[src/rtl/flag_cond_unit.sv]
// rtl/flag_cond_unit.sv - architectural flag register plus a registered branch-condition resolver
module flag_cond_unit #(
    parameter logic [4:0] RESET_FLAGS = 5'b00000,
    parameter bit         BYPASS      = 1'b1,
    parameter int         CNT_W       = 16
) (
    input  logic             clk_i,
    input  logic             rst_ni,
    input  logic             flag_we_i,
    input  logic [4:0]       flags_i,
    input  logic             flush_i,
    input  logic             cond_valid_i,
    input  logic [3:0]       cond_i,
    output logic             cond_ready_o,
    output logic             taken_valid_o,
    output logic             taken_o,
    input  logic             taken_ready_i,
    output logic [4:0]       flags_o,
    output logic [CNT_W-1:0] taken_cnt_o
);

    localparam logic [0:0] ST_EMPTY = 1'b0;
    localparam logic [0:0] ST_FULL  = 1'b1;

    localparam logic [3:0] C_EQ = 4'h0;
    localparam logic [3:0] C_NE = 4'h1;
    localparam logic [3:0] C_CS = 4'h2;
    localparam logic [3:0] C_CC = 4'h3;
    localparam logic [3:0] C_HI = 4'h4;
    localparam logic [3:0] C_LS = 4'h5;
    localparam logic [3:0] C_GT = 4'h6;
    localparam logic [3:0] C_LE = 4'h7;
    localparam logic [3:0] C_FS = 4'h8;
    localparam logic [3:0] C_FC = 4'h9;
    localparam logic [3:0] C_LO = 4'hA;
    localparam logic [3:0] C_HS = 4'hB;
    localparam logic [3:0] C_LT = 4'hC;
    localparam logic [3:0] C_GE = 4'hD;
    localparam logic [3:0] C_UC = 4'hE;

    logic [0:0]       state_q;
    logic [0:0]       state_d;
    logic [4:0]       flag_q;
    logic             taken_q;
    logic             taken_d;
    logic [CNT_W-1:0] cnt_q;
    logic [4:0]       eval_flags;
    logic             accept;
    logic             pop;
    logic             result;
    logic             flag_f;
    logic             flag_l;
    logic             flag_c;
    logic             flag_n;
    logic             flag_z;

    // Same-cycle flag writes can be forwarded so a branch right after a compare sees it
    assign eval_flags = (BYPASS && flag_we_i) ? flags_i : flag_q;

    assign flag_f = eval_flags[4];
    assign flag_l = eval_flags[3];
    assign flag_c = eval_flags[2];
    assign flag_n = eval_flags[1];
    assign flag_z = eval_flags[0];

    always_comb begin
        result = 1'b0;
        unique case (cond_i)
            C_EQ:    result = flag_z;
            C_NE:    result = !flag_z;
            C_CS:    result = flag_c;
            C_CC:    result = !flag_c;
            C_HI:    result = flag_l;
            C_LS:    result = !flag_l;
            C_GT:    result = flag_n;
            C_LE:    result = !flag_n;
            C_FS:    result = flag_f;
            C_FC:    result = !flag_f;
            C_LO:    result = !flag_l && !flag_z;
            C_HS:    result = flag_l || flag_z;
            C_LT:    result = !flag_n && !flag_z;
            C_GE:    result = flag_n || flag_z;
            C_UC:    result = 1'b1;
            default: result = 1'b0;
        endcase
    end

    // Ready passes through from the consumer so a full buffer still sustains one result per cycle
    assign cond_ready_o = !flush_i && ((state_q == ST_EMPTY) || taken_ready_i);
    assign accept       = cond_valid_i && cond_ready_o;
    assign pop          = (state_q == ST_FULL) && taken_ready_i;

    always_comb begin
        state_d = state_q;
        taken_d = taken_q;
        if (flush_i) begin
            state_d = ST_EMPTY;
        end else if (accept) begin
            state_d = ST_FULL;
            taken_d = result;
        end else if (pop) begin
            state_d = ST_EMPTY;
        end
    end

    always_ff @(posedge clk_i or negedge rst_ni) begin
        if (!rst_ni) begin
            state_q <= ST_EMPTY;
            taken_q <= 1'b0;
        end else begin
            state_q <= state_d;
            taken_q <= taken_d;
        end
    end

    always_ff @(posedge clk_i or negedge rst_ni) begin
        if (!rst_ni) begin
            flag_q <= RESET_FLAGS;
        end else if (flag_we_i) begin
            flag_q <= flags_i;
        end
    end

    // Flush outranks the pop, so a flushed result is never counted
    always_ff @(posedge clk_i or negedge rst_ni) begin
        if (!rst_ni) begin
            cnt_q <= '0;
        end else if (pop && taken_q && !flush_i) begin
            cnt_q <= cnt_q + CNT_W'(1);
        end
    end

    assign taken_valid_o = (state_q == ST_FULL);
    assign taken_o       = taken_q;
    assign flags_o       = flag_q;
    assign taken_cnt_o   = cnt_q;

endmodule

[config.mk]
export PLATFORM = sky130hd
export DESIGN_NAME = flag_cond_unit
export DESIGN_NICKNAME = d
export VERILOG_FILES = /design/src/rtl/flag_cond_unit.sv
export SDC_FILE = /design/constraint.sdc
export NUM_CORES = 1
export LEC_CHECK = 0
export CORE_MARGIN = 3
export CORE_UTILIZATION = 65
export DETAILED_ROUTE_END_ITERATION = 10
export DONT_BUFFER_PORTS = 1
export PLACE_DENSITY = 0.81
export SYNTH_ARGS = -nofsm -noshare
export SYNTH_HDL_FRONTEND = slang
export SYNTH_SLANG_ARGS = --single-unit
[constraint.sdc]
create_clock -name clk_i -period 2.5 [get_ports clk_i]
set_input_delay 0.5 -clock clk_i [delete_from_list [all_inputs] [get_ports clk_i]]
set_output_delay 0.5 -clock clk_i [all_outputs]
set_load 0.02 [all_outputs]
==> impl_metrics.py <==
metrics = {
    "detailed_routing": {
        "drt_iter0_markers": 5,
        "wl_mm": 2.13,
        "wire_per_inst_um": 16.2,
        "drc": 0,
        "dr.pass1.iters": 4,
        "post_drt_via_cell_ratio": 6.02,
        "vias": 794,
        "ant_nets": 0,
    },
    "outcome": {
        "status": "completed",
    },
    "clock_network": {
        "cts_max_level": 1,
        "clk_root_buffer_cell": "clkbuf_4",
        "clock-sinks": 23,
        "cts.repair.resized": 0,
        "cts_tree": "built",
        "cts_buffers": 3,
        "cts.path.max_buffers": 2,
        "clkLatencyLatePin_ps": 300,
        "cts.clk_slew.worst_paths_ps": 110,
    },
    "final_layout": {
        "diodes": 0,
        "drive_above_1_share": 0.0833,
        "syn2layout_area_growth_pct": 4.52,
        "multi_input_area_um2": 566,
        "nets": 125,
        "fillCellCount": 121,
        "regArea_um2": 576,
        "finalNonFillerCells": 132,
        "final_util": 0.763,
    },
    "worst_hold_path": {
        "min_path_type": "primary input to register",
    },
    "pwr": {
        "p_leak_uw": 0.000568,
        "pwr-share-clk": 0.217,
        "switching_share": 0.314,
        "p_int_uw": 517,
        "seqPwrFrac": 0.659,
        "p_per_area_nw_per_um2": 620,
        "p_comb_frac": 0.124,
        "vdd_drop_max_mv": 0.752,
        "p_switching_uw": 237,
    },
    "critical_path": {
        "start_kind": "register",
        "crit_chain": "nor2b_1 -> nor2_1",
        "cpMaxStageDelayCell": "dfrtp_1",
        "crit_required_ps": 2000,
        "cp.buffers_inverters": 0,
        "crit_type": "register to output port",
        "path_delay_family": "simple AND/OR/NAND/NOR gates",
        "cpPeakStageDelay_ps": 490,
        "arrival_ps": 1310,
        "cp_max_fo": 4,
        "end_kind": "output port",
    },
    "synth": {
        "synth_top_area_share": 0.495,
        "ys_ff_latch": 23,
        "syn_nets": 121,
        "synth_area_leaders": "dfrtp_1 (49%), xnor2_1 (9.8%), nand2_1 (3.9%)",
        "avgSynthCellArea_um2": 11.1,
        "postSynthCellCount": 105,
        "yosysSeqAreaShare": 0.495,
        "ys_types": 33,
        "yosys.area.top_type": "dfrtp_1",
        "syn-cell-area_um2": 1160,
        "yosysWarnings": 0,
    },
    "sta": {
        "finalSetupViolCount": 0,
        "final_hold_viol_count": 0,
        "grt_setup_unrepaired": "no",
        "final.period_utilization": 0.724,
        "maxSlewHeadroom": 0.344,
        "finalCriticalPeriod_ps": 1810,
        "setup_tns_ps": 0,
        "slew_viol_final": 0,
        "tightest_slew_ps": 981,
        "max_freq_mhz": 552,
        "skew_ps": 5.56,
    },
    "run": {
        "maxCapViolCount": 0,
    },
    "die": {
        "row_count": 14,
        "initial_core_util": 0.730,
        "die_w_um": 48.3,
        "core_area_um2": 1590,
        "die_area_um2": 2330,
        "dieHeight_um": 48.3,
        "ios": 39,
    },
    "global_route": {
        "grt_max_degree": 24,
        "grt_pass1_wl_mm": 3.73,
        "gr-usage-all-layers": 0.207,
        "grt-ovfl-total": 0,
        "grt_pass1_vias": 763,
        "antenna_found_initial": 0,
    },
    "placed_design": {
        "io_buffers": 0,
        "dp.cells": 127,
        "routabilityCongestion": 0.763,
        "hpwl_mm": 1.68,
    },
}
cell type report:
type | instances | area share
sequential | 23 | 0.473
multi-input combinational | 78 | 0.465
tap | 24 | 0.0247
clock inverter | 1 | 0.00412
inverter | 2 | 0.00617
timing repair buffer | 1 | 0.00823
clock buffer | 3 | 0.0185
cells in the mapped netlist:
cell and instances:
dfrtp_1 23, nand2b_1 1, ha_1 1, nor3_1 1, buf_6 1, nor3b_1 1
and3_1 5, xor2_1 5, mux2i_1 3, and2_1 1, nor4b_1 1, xnor2_1 13
o21ai_0 1, nand4b_1 1, nand3_1 5, nand4_1 2, nand2_1 12, clkbuf_1 1
mux2i_4 1, a31oi_1 1, o221a_1 1, mux2_2 3, and4_1 1, o2bb2ai_1 1
a22oi_1 1, inv_1 2, nor2b_1 3, nor2_1 8, nor4_1 1, mux4_1 1
or2_2 1, and4b_1 1, nand3b_1 1
worst register-to-register path: stages, from the launching register on:
cell,delay (ps)
dfrtp_1,520
nand4b_1,210
nor2_1,340
nand4_1,250
nor2_1,180
xor2_1,170
logic make-up (layout without fill, tap and decap cells):
| family | Yosys count | in the layout | share of synthesized area |
|---|---|---|---|
| buffers and inverters | 4 | 7 | 0.0194 |
| flip-flops | 23 | 23 | 0.495 |
| XOR/XNOR | 18 | 18 | 0.135 |
| AND/OR/NAND/NOR | 46 | 46 | 0.210 |
| AO/OA/AOI/OAI | 5 | 5 | 0.0333 |
| multiplexers | 8 | 8 | 0.0968 |
| adder cells (fa/ha/maj) | 1 | 1 | 0.0108 |
per-layer routing:
layer,global-route usage,share of wire
met1,0.245,0.42
met2,0.337,0.50
met3,0.101,0.071
met4,0.0569,0.0089
met5,0,0
flip-flops by register name (all words and copies together), names as in the netlist:
| name | cells |
|---|---|
| taken_cnt_o | 16 |
| taken_valid_o | 1 |
| flags_o | 5 |
| taken_o | 1 |
per-stage QoR:
step | power (µW) | hold slack [ps] | worst slack (ps) | cell area, µm²
floorplan | 574 | 204 | 831 | 1160
global placement | 585 | 205 | 803 | 1180
detailed placement | 590 | 205 | 722 | 1180
CTS | 765 | 233 | 664 | 1220
global route | 803 | 217 | 544 | 1220
finish | 754 | 246 | 690 | 1220
power groups by stage:
stage	Sequential, µW	Combinational (µW)	Clock, µW
2_1_floorplan	492	82.1	0
3_3_place_gp	502	83.1	0
3_5_place_dp	503	87.2	0
4_1_cts	496	95.0	174
5_1_grt	505	110	188
6_report	497	93.4	164
worst paths after layout:
kind | startpoint | end | slack (ps) | cells after the start
max in group asynchronous | rst_ni | taken_cnt_o[4]$_DFFE_PN0P_ | 1120 | 1
setup / recovery | taken_valid_o$_DFFE_PN0P_ | cond_ready_o | 690 | 2
hold / removal | flush_i | taken_valid_o$_DFFE_PN0P_ | 250 | 1
hold reg to reg | taken_cnt_o[13]$_DFFE_PN0P_ | taken_cnt_o[13]$_DFFE_PN0P_ | 630 | 1
setup reg to reg | taken_o$_DFFE_PN0P_ | taken_cnt_o[15]$_DFFE_PN0P_ | 760 | 5
min in group asynchronous | rst_ni | flags_o[4]$_DFF_PN0_ | 790 | 1
placed cells by master, fill, tap and decap left out, drive strengths merged, types with 2 or more instances in the layout:
cell and count:
mux2 3, xor2 5, xnor2 13, clkbuf 3
dfrtp 23, nand4 2, mux2i 4, and3 5
nand3 5, nor2b 3, nor2 8, nand2 12
inv 2
repair_timing:
action,4_1_cts,5_1_grt
endpoints found under the hold margin,23,0
buffers inserted,0,0
hold buffers,1,0
Note: power is estimated with default switching activity, not from simulation.
